### src/rtl/slot_pkg.sv
// Shared types and constants for the three-reel slot controller.
package slot_pkg;

  localparam int SYMBOL_W  = 3;
  localparam int NUM_REELS = 3;

  typedef enum logic [2:0] {
    IDLE,
    SPIN,
    GAP1,
    GAP2,
    RESULT
  } state_t;

  // {win, pair} for three symbols; pair excludes the three-of-a-kind case
  function automatic logic [1:0] grade(
    input logic [SYMBOL_W-1:0] a,
    input logic [SYMBOL_W-1:0] b,
    input logic [SYMBOL_W-1:0] c
  );
    logic w;
    logic p;
    w = (a == b) && (b == c);
    p = !w && ((a == b) || (b == c) || (a == c));
    return {w, p};
  endfunction

endpackage

### src/rtl/reel_unit.sv
// One reel: advances while spinning, loads its stop symbol, then holds.
module reel_unit
  import slot_pkg::*;
(
  input  logic                clk,
  input  logic                rst,
  input  logic                adv,
  input  logic                load,
  input  logic [SYMBOL_W-1:0] load_val,
  output logic [SYMBOL_W-1:0] sym
);

  always_ff @(posedge clk) begin
    if (rst) begin
      sym <= '0;
    end else if (load) begin
      sym <= load_val;
    end else if (adv) begin
      sym <= sym + 1'b1;
    end
  end

endmodule

### src/rtl/reel_controller.sv
// Slot machine sequencer: spins three reels, stops them in turn,
// and grades the final symbols.
module reel_controller
  import slot_pkg::*;
#(
  parameter int SPIN_TICKS = 4,
  parameter int MIN_SPIN   = 32,
  parameter int STOP_GAP   = 16
) (
  input  logic                clk,
  input  logic                rst,
  input  logic [15:0]         rand_in,
  input  logic                start,
  output logic                busy,
  output logic [SYMBOL_W-1:0] reel0,
  output logic [SYMBOL_W-1:0] reel1,
  output logic [SYMBOL_W-1:0] reel2,
  output logic                done,
  output logic                win,
  output logic                pair
);

  localparam int PH_MAX = (MIN_SPIN > STOP_GAP) ? MIN_SPIN : STOP_GAP;
  localparam int PH_W   = (PH_MAX > 1) ? $clog2(PH_MAX) : 1;
  localparam int TK_W   = (SPIN_TICKS > 1) ? $clog2(SPIN_TICKS) : 1;

  localparam logic [PH_W-1:0] SPIN_LAST = PH_W'(MIN_SPIN - 1);
  localparam logic [PH_W-1:0] GAP_LAST  = PH_W'(STOP_GAP - 1);
  localparam logic [TK_W-1:0] TICK_LAST = TK_W'(SPIN_TICKS - 1);

  state_t state;
  state_t state_nx;

  logic [PH_W-1:0] phase;
  logic [TK_W-1:0] tick;

  logic                 accept;
  logic                 tick_end;
  logic                 spin_end;
  logic                 gap_end;
  logic [NUM_REELS-1:0] spinning;
  logic [NUM_REELS-1:0] load;
  logic [SYMBOL_W-1:0]  sym [NUM_REELS];
  logic                 unused_rand;

  assign accept      = (state == IDLE) && start;
  assign tick_end    = (tick == TICK_LAST);
  assign spin_end    = (phase == SPIN_LAST);
  assign gap_end     = (phase == GAP_LAST);
  assign unused_rand = ^rand_in[15:SYMBOL_W*NUM_REELS];

  always_ff @(posedge clk) begin
    if (rst) begin
      state <= IDLE;
    end else begin
      state <= state_nx;
    end
  end

  always_comb begin
    state_nx = state;
    unique case (state)
      IDLE:    if (start) state_nx = SPIN;
      SPIN:    if (spin_end) state_nx = GAP1;
      GAP1:    if (gap_end) state_nx = GAP2;
      GAP2:    if (gap_end) state_nx = RESULT;
      RESULT:  state_nx = IDLE;
      default: state_nx = IDLE;
    endcase
  end

  always_comb begin
    busy     = 1'b0;
    done     = 1'b0;
    spinning = '0;
    load     = '0;
    unique case (state)
      SPIN: begin
        busy     = 1'b1;
        spinning = 3'b111;
        load[0]  = spin_end;
      end
      GAP1: begin
        busy     = 1'b1;
        spinning = 3'b110;
        load[1]  = gap_end;
      end
      GAP2: begin
        busy     = 1'b1;
        spinning = 3'b100;
        load[2]  = gap_end;
      end
      RESULT: begin
        busy = 1'b1;
        done = 1'b1;
      end
      default: ;
    endcase
  end

  // phase restarts on every state change; tick free-runs while any reel spins
  always_ff @(posedge clk) begin
    if (rst) begin
      phase <= '0;
      tick  <= '0;
    end else begin
      if (state_nx != state) begin
        phase <= '0;
      end else if (|spinning) begin
        phase <= phase + 1'b1;
      end
      if (accept) begin
        tick <= '0;
      end else if (|spinning) begin
        tick <= tick_end ? '0 : tick + 1'b1;
      end
    end
  end

  always_ff @(posedge clk) begin
    if (rst) begin
      win  <= 1'b0;
      pair <= 1'b0;
    end else if (accept) begin
      win  <= 1'b0;
      pair <= 1'b0;
    end else if (load[2]) begin
      {win, pair} <= grade(sym[0], sym[1], rand_in[8:6]);
    end
  end

  for (genvar i = 0; i < NUM_REELS; i++) begin : g_reel
    reel_unit u_reel (
      .clk      (clk),
      .rst      (rst),
      .adv      (spinning[i] && tick_end),
      .load     (load[i]),
      .load_val (rand_in[SYMBOL_W*i +: SYMBOL_W]),
      .sym      (sym[i])
    );
  end

  assign reel0 = sym[0];
  assign reel1 = sym[1];
  assign reel2 = sym[2];

endmodule

### config.mk
export PLATFORM = sky130hd
export DESIGN_NAME = reel_controller
export DESIGN_NICKNAME = d
export VERILOG_FILES = /design/src/rtl/slot_pkg.sv /design/src/rtl/reel_unit.sv /design/src/rtl/reel_controller.sv
export SDC_FILE = /design/constraint.sdc
export NUM_CORES = 1
export LEC_CHECK = 0
export BUFFER_PORTS_ARGS = -buffer_cell sky130_fd_sc_hd__buf_2
export CAP_MARGIN = 10
export CORE_MARGIN = 3
export CORE_UTILIZATION = 55
export CTS_CLUSTER_DIAMETER = 30
export CTS_CLUSTER_SIZE = 40
export DETAILED_ROUTE_END_ITERATION = 10
export GPL_ROUTABILITY_DRIVEN = 0
export GPL_TIMING_DRIVEN = 0
export PLACE_DENSITY = 0.93
export SYNTH_ARGS = -nofsm -noshare
export SYNTH_HDL_FRONTEND = slang
export SYNTH_SLANG_ARGS = --single-unit
### constraint.sdc
create_clock -name clk -period 5.9 [get_ports clk]
set_clock_uncertainty 0.15 [all_clocks]
set_input_delay 1.18 -clock clk [delete_from_list [all_inputs] [get_ports clk]]
set_output_delay 1.18 -clock clk [all_outputs]
set_load 0.01 [all_outputs]
== After elaboration in Yosys (flattened, before gate mapping) ==
Index checks and enable logic that the tools add are counted.

* Flip-flop bits (word level): 21
* Input port bits: 19
* Output and inout port bits: 13

* Add/subtract/negate cells: 5
* Equal/unequal tests: 11
* Multiplexer cells: 18
* Reduce and logical (&&, ||, !) cells: 17

{| class="wikitable"
|+ Operators by type and width
! operator !! count
|-
| 3-bit two-way mux || 10
|-
| 3-bit case mux with 4 select lines || 1
|-
| 3-bit by 1-bit adder with 3-bit output, second input constant || 3
|-
| 3-bit == test || 3
|-
| 3-bit case mux with 3 select lines || 1
|-
| 3-bit by 2-bit == test with 1-bit output, second input constant || 2
|-
| 1-bit logical AND || 6
|-
| 2-bit nonzero test || 3
|-
| 5-bit by 1-bit adder with 5-bit output, second input constant || 1
|-
| 5-bit by 4-bit == test with 1-bit output, second input constant || 1
|-
| 5-bit == test, second input constant || 1
|-
| 1-bit two-way mux || 5
|-
| 2-bit OR reduction || 2
|-
| 4-bit OR reduction || 1
|-
| 3-bit by 1-bit == test with 1-bit output, second input constant || 1
|-
| 3-bit == test, second input constant || 1
|-
| 3-bit zero test || 1
|-
| 3-bit inequality test || 1
|-
| 3-bit OR reduction || 1
|-
| 2-bit by 1-bit adder with 2-bit output, second input constant || 1
|-
| 2-bit == test, second input constant || 1
|-
| 1-bit logical OR || 2
|-
| 2-bit two-way mux || 1
|-
| 1-bit zero test || 1
|}

== Logic depth before layout (Yosys ltp) ==
Gate-level depths: netlist of run 1.

* Word-level depth: 5
* Mapped depth: 7

== Cells and area by module ==
Synthesis of run 1 repeated with hierarchy kept, for this count alone.

* Cell total of the unflattened synthesis: 131
* Area, all modules: 1267.5 um2

{| class="wikitable"
|+ Modules (own cells, without submodules)
! module !! times used !! cells an instance !! area an instance (um2)
|-
| reel_controller || 1 || 86 || 790.8
|-
| reel_unit || 3 || 15 || 158.9
|}

== Worst setup path before layout of run 1 ==
OpenSTA, ideal clock, no wires.

* Kind: input to register
* From: input rand_in[6]
* To: register pair
* Data arrival time: 2012 ps
* Slack: 3623 ps
* Stages: 4
* Path buffers: 0
* Cells stage by stage: xor2_1 nor3_1 or4_1 and3_1

* Longest elaborated chain between the ends: 4
* Elaborated cells between the ends (all ways): 7

{| class="wikitable"
|+ Ends and longest elaborated chain
! element !! line !! source
|-
| start, declared || reel_controller.sv:12 || <nowiki>input logic [15:0] rand_in,</nowiki>
|-
| 3-bit == test || slot_pkg.sv:23, slot_pkg.sv:24 ||
|-
| 1-bit logical AND or 1-bit logical OR (tied branches) || slot_pkg.sv:23, slot_pkg.sv:24 ||
|-
| 1-bit zero test or 1-bit logical OR (tied branches) || slot_pkg.sv:24 || <nowiki>p = !w && ((a == b) || (b == c) || (a == c));</nowiki>
|-
| 1-bit logical AND (*) || slot_pkg.sv:24 ||
|-
| end signal, assigned || reel_controller.sv:128 || <nowiki>{win, pair} <= grade(sym[0], sym[1], rand_in[8:6]);</nowiki>
|-
| end, declared || reel_controller.sv:20 || <nowiki>output logic pair</nowiki>
|}

Mark *: on every way between the ends. The rest lies on a longest branch, timed or not.
A chain may end at the register's enable or synchronous reset.

== Worst setup path in the final report of run 1 ==
* From: register state[2]
* To: output busy

* Longest elaborated chain between the ends: 3
* Elaborated cells between the ends (all ways): 6

{| class="wikitable"
|+ Ends and longest elaborated chain
! element !! line !! source
|-
| start, declared || reel_controller.sv:31 || <nowiki>state_t state;</nowiki>
|-
| start signal, assigned || reel_controller.sv:56 || <nowiki>state <= state_nx;</nowiki>
|-
| 3-bit by 2-bit == test with 1-bit output (tied with other cells) || reel_controller.sv:77 || <nowiki>unique case (state)</nowiki>
|-
| 4-bit OR reduction (no line) (*) || -- ||
|-
| 1-bit two-way mux (*) || reel_controller.sv:77 ||
|-
| end, declared || reel_controller.sv:14 || <nowiki>output logic busy,</nowiki>
|}

Marks and branches as above.

==> results of run 1 <==
cell usage in the layout, fill, tap and decap left out, drive strengths merged, types with 2 or more instances in the layout:
| cell type | n |
|---|---|
| nand2 | 10 |
| and4bb | 2 |
| nand3 | 3 |
| o31ai | 2 |
| mux2i | 5 |
| or4 | 2 |
| ha | 7 |
| dfxtp | 21 |
| and3 | 2 |
| a21oi | 5 |
| clkbuf | 6 |
| a211oi | 7 |
| buf | 27 |
| nor2 | 17 |
| o21ai | 3 |
| inv | 3 |
| xor2 | 15 |
| xnor2 | 2 |
| nor3 | 5 |
| nor2b | 2 |
| nand4 | 2 |
layout make-up:
class / count / area [um^2] / area share (%)
plain buffers: 5 / 27.53 / 1.989
multi-input cells: 105 / 744.5 / 53.80
well taps: 27 / 33.78 / 2.441
flip-flops and latches: 21 / 420.4 / 30.38
repair buffers: 24 / 120.1 / 8.680
clock buffers: 4 / 26.28 / 1.899
inverters: 3 / 11.26 / 0.8137
metal layers:
metal,track usage (%),vias to the layer above
met5,0,-
met3,4.274,2
met4,5.957,0
li1,-,535
met1,24.31,467
met2,37.19,30
worst max-delay path by stage:
stage | to | slack (ns) | depth (start not counted)
6_report | busy | 3.14 | 3
5_1_grt | busy | 3.03 | 3
4_1_cts | busy | 3.13 | 3
3_5_place_dp | pair | 3.39 | 5
3_3_place_gp | pair | 3.45 | 5
2_1_floorplan | pair | 3.62 | 4
registers in the layout, indices dropped and copies added, names as in the netlist:
register	count
tick	2
pair	1
phase	5
g_reel.u_reel.sym	9
state	3
win	1
logic make-up (layout without fill, tap and decap cells):
logic type | count (synthesis) | count (layout) | share of synthesized area, %
buf+inv | 8 | 36 | 3.222
compound gates | 25 | 25 | 14.86
xor+xnor | 17 | 17 | 12.37
fa+ha+maj | 7 | 7 | 7.276
mux | 6 | 6 | 5.094
flops | 21 | 21 | 34.93
simple gates | 50 | 50 | 22.25
power breakdown:
part / leakage (nW) / total, mW / internal, mW / switching, mW
clock: 0.0150 / 0.0703 / 0.0263 / 0.0440
combinational: 0.446 / 0.0247 / 0.0111 / 0.0137
sequential: 0.170 / 0.146 / 0.144 / 0.00194
synthesized netlist by cell type:
library cell / count
nand3_1: 2
a22oi_1: 1
nand3b_1: 1
buf_2: 1
nor3_1: 5
and3_1: 2
mux2_2: 1
xnor2_1: 2
ha_1: 7
a21o_1: 1
nor2_1: 17
xor2_1: 15
o31ai_1: 2
buf_4: 2
inv_1: 3
dfxtp_1: 21
nand4_1: 2
and2b_1: 1
or4_1: 2
and4bb_2: 1
and2_1: 1
clkbuf_1: 2
or3_1: 1
a2bb2oi_1: 1
a211oi_1: 6
a31oi_1: 1
nor2b_1: 2
o31a_1: 1
a311oi_1: 1
a21oi_1: 5
o21ai_0: 3
a211o_1: 1
or3b_1: 1
and4bb_1: 1
o21ba_2: 1
nand2_1: 10
nand3_4: 1
a211oi_2: 1
mux2i_1: 5
worst reg2reg max path, delay by kind of cell (launching register included):
kind / cells / cell delay [ns]
AND/OR/NAND/NOR: 3 / 0.90
adder cells (fa/ha/maj): 2 / 0.51
AO/OA/AOI/OAI: 2 / 0.40
flip-flops: 1 / 0.35
==> flow_summary.json, run 1 <==
{
  "status": "finished, final reports clean",
  "finalCriticalPeriod_ns": 2.757,
  "final_nets": 189,
  "synth_cell_type_count": 39,
  "worstSetupPathType": "register to primary output",
  "cp_max_fo": 10,
  "vias": 1034,
  "numCtsBuffers": 3,
  "cap_violations": 0,
  "wl_met2_mm": 1.365,
  "setup-violations-final": 0,
  "ant_nets": 0,
  "drv_slew": 0,
  "row_count": 16,
  "area_growth_pct": 14.97,
  "hold_end": "win",
  "worst_slack_ns": 3.143,
  "vias_per_cell": 5.471,
  "fmax_mhz": 362.7,
  "design_area_um2": 1384,
  "die_w_um": 52.78,
  "overflow": 0,
  "slew_headroom_pct": 59.71,
  "h-tree-depth": 1,
  "hp-start": "win",
  "fillCellCount": 181,
  "hold_depth": 2,
  "crit_path_end_kind": "primary output",
  "powerDensity_nw_per_um2": 174.2,
  "syn_inst": 134,
  "grt.total_usage_pct": 20.68,
  "post_dp_cell_area_um2": 1358,
  "start_util_pct": 59.53,
  "worst_pin_slew_ns": 0.5993,
  "critPathBufInv": 2,
  "critPathRequiredTime_ns": 4.57,
  "rsz0062_at_grt": "false",
  "place_inst": 185,
  "cts_tree": "done",
  "crit_path_start": "state[2]",
  "dr.pass1.iters": 4,
  "numClockSinks": 21,
  "grt_pass1_wl_mm": 4.250,
  "pre_cts_ws_ns": 3.391,
  "rrSetupSlack_ns": 3.54,
  "whs_ns": 0.3221,
  "peakVddDrop_mv": 0.1697,
  "cp.arrival_ns": 1.43,
  "wl_met3_um": 132,
  "seq_area_frac_synth_pct": 34.93,
  "die_h_um": 52.78,
  "p_total_mw": 0.2410,
  "timing.rr.start": "phase[0]",
  "hpwl_mm": 2.082,
  "cts_resized": 0,
  "final.setup.tns_ns": 0,
  "synth_area_per_cell_um2": 8.982,
  "port_buffers": 24,
  "clock_path_buffers": 2,
  "dr.max_layer_used": "met4",
  "grt_pass1_vias": 948,
  "hold_buffers": 0,
  "ys_seq_elements": 21,
  "p_leak_nw": 0.6310,
  "critPathTopFamily": "buffers and inverters",
  "wl_per_cell_um": 14.00,
  "min-delay-path-class": "register to register",
  "remaining_drc_errors": 0,
  "pin_count": 32,
  "path_cells": "clkbuf_1, xnor2_1, buf_2",
  "wl_mm": 2.646,
  "core-area_um2": 2022,
  "wl_met1_mm": 1.131,
  "yosys_warnings": 0,
  "drt_iter0_markers": 29,
  "synthTopCellsByArea": "dfxtp_1, xor2_1, ha_1",
  "critPathLaunchType": "register",
  "antenna_found_initial": 0,
  "r2r_cells": 7,
  "max_stage_delay_ns": 0.45,
  "path_clk_slew_ns": 0.12,
  "hold_violations": 0,
  "slowest_stage": "dfxtp_1",
  "post_cts_buffers": 0,
  "final_core_util_pct": 68.44,
  "synthesis.area_um2": 1204,
  "layoutNonFillerInstCount": 189,
  "fin_crit_sh_pct": 46.73,
  "synth_top_area_share_pct": 34.93,
  "final_layout_size_suffix_gt1_share_pct": 21.60,
  "syn-num-nets": 160,
  "diodes": 0,
  "r2r_end": "g_reel[1].u_reel.sym[2]",
  "grt_max_degree": 12,
  "clockRootBuffer": "clkbuf_4",
  "synth_top_cell_by_area": "dfxtp_1",
  "insertion_delay_ns": 0.30,
  "die_area_um2": 2786
}
No activity file was read; power rests on OpenSTA's default activity.
==> run 2: changes to the inputs <==
Settings changed: ABC_AREA set to 1, CORE_UTILIZATION 55 to 47, PLACE_DENSITY 0.93 to 0.84.
Clock period 5.9 ns to 2.3 ns, I/O delays scaled along.
==> run 2 against run 1 <==
Against the previous run: sequential share of layout area down 2.1 points; synthesized cell count up 38%; clock power rose to 2.6 times the previous value; routed wire length down 0.30%; die area up 24%; sequential cell count unchanged; cell count up 29%; first-iteration DRC count up 34%; design area up 7.6%; via count up 14%; critical endpoint unchanged; non-clock buffer count down 5.
==> flow_summary.json, run 2 <==
{
  "synth_cell_type_count": 27,
  "rsz0062_at_grt": "false",
  "finalCriticalPeriod_ns": 2.132,
  "h-tree-depth": 1,
  "dr.pass1.iters": 4,
  "yosysMostFrequentCell": "nand2_1",
  "fmax_mhz": 469.0,
  "clock_path_buffers": 2,
  "hold_depth": 2,
  "synth_edf_count": 0,
  "grt_max_degree": 13,
  "crit_path_start": "state[0]",
  "hold_violations": 0,
  "synthFlopType": "dfxtp_1",
  "design_area_um2": 1489,
  "fin_crit_sh_pct": 92.70,
  "rrSetupSlack_ns": 0.38,
  "cp_max_fo": 9,
  "cp.arrival_ns": 1.52,
  "synthTopCellsByArea": "dfxtp_1, nand2_1, inv_1",
  "hp-start": "rst",
  "ant_nets": 0,
  "reg_top3": "g_reel.u_reel.sym x9, phase x5, state x3",
  "p_leak_nw": 0.7616,
  "largest_reg_flops": 9,
  "path_cells": "inv_2, nand2_4, nand2_4, inv_2, or2_2, buf_2",
  "powerDensity_nw_per_um2": 424.2,
  "syn_inst": 185,
  "peakVddDrop_mv": 0.2573,
  "cts_resized": 0,
  "row_count": 18,
  "grt.total_usage_pct": 17.30,
  "slew_headroom_pct": 79.38,
  "drt_iter0_markers": 39,
  "die_area_um2": 3442,
  "grt_pass1_vias": 1124,
  "final_layout_size_suffix_gt1_share_pct": 23.00,
  "wl_per_cell_um": 10.86,
  "max_stage_delay_ns": 0.36,
  "largest-register": "g_reel.u_reel.sym",
  "slowest_stage": "dfxtp_1",
  "synthesis.area_um2": 1304,
  "vias_per_cell": 4.868,
  "wl_mm": 2.638,
  "drv_slew": 0,
  "ys_seq_elements": 21,
  "diodes": 0,
  "path_clk_slew_ns": 0.12,
  "layoutNonFillerInstCount": 243,
  "synth_top_area_share_pct": 32.25,
  "pre_cts_ws_ns": 0.4025,
  "fillCellCount": 274,
  "min-delay-path-class": "input port to register",
  "setup-violations-final": 0,
  "synth_top_cell_by_area": "dfxtp_1",
  "layout_commonest_cell": "nand2_1",
  "antenna_found_initial": 0,
  "vias": 1183,
  "mostFrequentLayoutCells": "nand2_1, inv_1, buf_2",
  "cap_violations": 0,
  "syn-num-nets": 211,
  "seq_area_frac_synth_pct": 32.25,
  "pin_count": 32,
  "yosys_warnings": 0,
  "timing.rr.start": "phase[0]",
  "hold_buffers": 0,
  "numClockSinks": 21,
  "insertion_delay_ns": 0.31,
  "final.setup.tns_ns": 0,
  "crit_path_end_kind": "primary output",
  "grt_pass1_wl_mm": 4.650,
  "critPathLaunchType": "register",
  "place_inst": 239,
  "remaining_drc_errors": 0,
  "cts_tree": "done",
  "yosys-top-cells-count": "nand2_1, inv_1, dfxtp_1, nor2_1",
  "async_flop_share_pct": 0,
  "hpwl_mm": 2.041,
  "final_nets": 240,
  "hold_end": "state[1]",
  "synth_area_per_cell_um2": 7.047,
  "start_util_pct": 50.78,
  "numCtsBuffers": 3,
  "critPathRequiredTime_ns": 1.69,
  "post_cts_buffers": 0,
  "die_w_um": 58.67,
  "r2r_cells": 11,
  "die_h_um": 58.67,
  "area_growth_pct": 14.20,
  "worst_slack_ns": 0.1680,
  "clockRootBuffer": "clkbuf_4",
  "status": "finished, final reports clean",
  "post_dp_cell_area_um2": 1461,
  "overflow": 0,
  "r2r_end": "phase[2]",
  "core-area_um2": 2567,
  "worstSetupPathType": "register to primary output",
  "worst_pin_slew_ns": 0.3090,
  "port_buffers": 24
}
==> run 2: cell count changes after synthesis, moves of 4 or more <==
cell,delta
inv_1,+25
nor3_1,-5
nand3_1,+7
nand2_2,+4
a211oi_1,-6
nand2_1,+35
a21oi_1,+4
xor2_1,-12
xnor2_1,+7
mux2i_1,-5
inv_2,+4
==> run 2: layer usage <==
metal / vias up / wire [um] / track usage (%)
met2: 28 / 1252 / 29.82
met4: 0 / 21 / 6.796
met5: - / 0 / 0
li1: 636 / - / -
met3: 3 / 107 / 1.974
met1: 516 / 1257 / 22.00
==> run 2: final cells by class <==
class / instances / area [um^2] / share of cell area, %
Multi-Input combinational cell: 132 / 763.2 / 51.26
Sequential cell: 21 / 420.4 / 28.24
Timing Repair Buffer: 24 / 120.1 / 8.067
Inverter: 32 / 120.1 / 8.067
Tap cell: 30 / 37.54 / 2.521
Clock buffer: 3 / 22.52 / 1.513
Clock inverter: 1 / 5.005 / 0.3361
==> run 2: worst max-delay path by stage <==
| stage | to | slack, ns | cells past startpoint |
|---|---|---|---|
| floorplan | phase[0] | 0.59 | 11 |
| global placement | phase[0] | 0.44 | 11 |
| detailed placement | phase[2] | 0.40 | 11 |
| CTS | busy | 0.16 | 6 |
| global route | busy | 0.05 | 6 |
| finish | busy | 0.17 | 6 |
==> run 2: cells by family (layout without fill, tap and decap cells) <==
logic type,after synthesis,in the layout,synth area share (%)
XOR/XNOR,12,12,8.062
AO/OA/AOI/OAI,25,25,11.71
AND/OR/NAND/NOR,88,88,32.05
buffers and inverters,32,60,9.213
flip-flops,21,21,32.25
adder cells (fa/ha/maj),7,7,6.718
==> run 2: power by group <==
group | internal, mW | total [mW] | switching [mW]
combinational | 0.0277 | 0.0727 | 0.0450
sequential | 0.368 | 0.373 | 0.00481
clock | 0.0650 | 0.186 | 0.121
total | 0.461 | 0.632 | 0.171
==> run 2: worst max-delay path: cells and delay by family (launching register included) <==
kind	cells	cell delay, ns
simple gates	3	0.47
buf+inv	3	0.38
flops	1	0.36
==> run 2: per-stage QoR <==
step	hold slack, ns	utilization, %	total power, mW
after floorplan	0.2987	-	0.4292
after global placement	0.3041	56.92	0.4520
after detailed placement	0.3162	56.92	0.4540
after CTS	0.2396	57.99	0.6360
after global routing	0.2458	57.99	0.6593
final	0.2455	57.99	0.6317
==> run 3: changes to the inputs <==
Settings changed: HOLD_SLACK_MARGIN set to 0.1, SETUP_SLACK_MARGIN set to 0.4.
==> run 3 against run 2 <==
Against the previous run: routed wire length rose by 18%; cell count grew 4.5%; sequential cell count stayed put; core utilization increased by 5.7 points; sequential share of layout area shrank 2.2 points; maximum frequency increased by 12%; first-iteration DRC count shrank 26%.
==> flow_summary.json, run 3 (same netlist as run 2, synthesis figures left out) <==
{
  "vias": 1270,
  "cp_max_fo": 2,
  "final_layout_size_suffix_gt1_share_pct": 30.80,
  "pre_cts_ws_ns": 0.4025,
  "insertion_delay_ns": 0.31,
  "mostFrequentLayoutCells": "nand2_1, inv_1, buf_2",
  "hold_violations": 0,
  "die_h_um": 58.67,
  "post_dp_cell_area_um2": 1461,
  "grt_pass1_wl_mm": 5.043,
  "vias_per_cell": 5.000,
  "critPathRequiredTime_ns": 1.69,
  "core-area_um2": 2567,
  "peakVddDrop_mv": 0.2938,
  "crit_path_end_kind": "primary output",
  "rsz0062_at_grt": "true",
  "cts_tree": "done",
  "rrSetupSlack_ns": 0.50,
  "port_buffers": 24,
  "die_area_um2": 3442,
  "setup-violations-final": 0,
  "wl_per_cell_um": 12.23,
  "row_count": 18,
  "min-delay-path-class": "input port to register",
  "grt_pass1_vias": 1206,
  "status": "finished, final reports clean",
  "h-tree-depth": 1,
  "numCtsBuffers": 3,
  "grt_max_degree": 13,
  "p_leak_nw": 0.8238,
  "final_nets": 251,
  "hold_buffers": 0,
  "powerDensity_nw_per_um2": 404.3,
  "fmax_mhz": 525.5,
  "overflow": 0,
  "whs_ns": 0.2520,
  "diodes": 0,
  "dr.pass1.iters": 4,
  "numClockSinks": 21,
  "ant_nets": 0,
  "area_growth_pct": 25.34,
  "layout_commonest_cell": "nand2_1",
  "slew_headroom_pct": 79.62,
  "path_clk_slew_ns": 0.13,
  "drt_iter0_markers": 29,
  "remaining_drc_errors": 0,
  "largest-register": "g_reel.u_reel.sym",
  "drv_slew": 0,
  "clockRootBuffer": "clkbuf_4",
  "worstSetupPathType": "register to primary output",
  "reg_top3": "g_reel.u_reel.sym x9, phase x5, state x3",
  "clock_path_buffers": 2,
  "grt.total_usage_pct": 18.82,
  "antenna_found_initial": 0,
  "final.setup.tns_ns": 0,
  "worst_pin_slew_ns": 0.3053,
  "critPathLaunchType": "register",
  "pin_count": 32,
  "hpwl_mm": 2.041,
  "die_w_um": 58.67,
  "design_area_um2": 1634,
  "cap_violations": 0,
  "wl_mm": 3.107,
  "final_core_util_pct": 63.65,
  "finalCriticalPeriod_ns": 1.903,
  "start_util_pct": 50.78,
  "cp.arrival_ns": 1.29,
  "largest_reg_flops": 9,
  "worst_slack_ns": 0.3970,
  "fin_crit_sh_pct": 82.74
}
-- run 3: changes by cell type in the layout (fill, tap and decap cells not counted), sizes merged --
| cell | delta |
|---|---|
| buf | +11 |
-- run 3: routing by layer --
layer	vias to the layer above	routed length (um)	track usage [%]
met3	8	131	2.193
met2	32	1513	32.06
li1	657	-	-
met5	-	0	0
met4	0	68	9.709
met1	573	1393	23.27
-- run 3: repair_timing --
| action | 4_1_cts | 5_1_grt |
|---|---|---|
| setup buffers | 5 | 6 |
| endpoints found under the setup margin | 7 | 12 |
| pin swaps | 0 | 4 |
| gates resized for setup | 7 | 10 |
-- run 3: worst max-delay path, stage by stage, from the launching register on --
cell and delay, ns:
dfxtp_2 0.38, inv_2 0.05, nand2_4 0.10, nor2_1 0.08
or2_4 0.26, buf_6 0.12
-- run 3: final timing paths --
path | cells past startpoint | endpoint | startpoint
worst max-delay path | 5 | busy | state[0]
worst min-delay path | 2 | g_reel[1].u_reel.sym[2] | rst
worst max register to register | 11 | phase[2] | phase[0]
worst min register to register | 2 | pair | pair
-- run 3: layout make-up --
type,count,area [um^2]
Clock buffer,3,22.52
Clock inverter,1,5.005
Tap cell,30,37.54
Timing Repair Buffer,35,209.0
Inverter,32,125.1
Fill cell,240,933.4
Multi-Input combinational cell,132,809.5
Sequential cell,21,425.4
-- run 3: stage by stage --
step                instances  power [mW]
floorplan                 185      0.4292
global placement          239      0.4520
detailed placement        239      0.4540
CTS                       248      0.6455
global route              254      0.6803
finish                    254      0.6606
-- run 3: power breakdown --
group	internal, mW	total [mW]	switching, mW
registers	0.369	0.374	0.00471
logic	0.0429	0.100	0.0571
clock network	0.0650	0.187	0.122
total	0.477	0.661	0.184
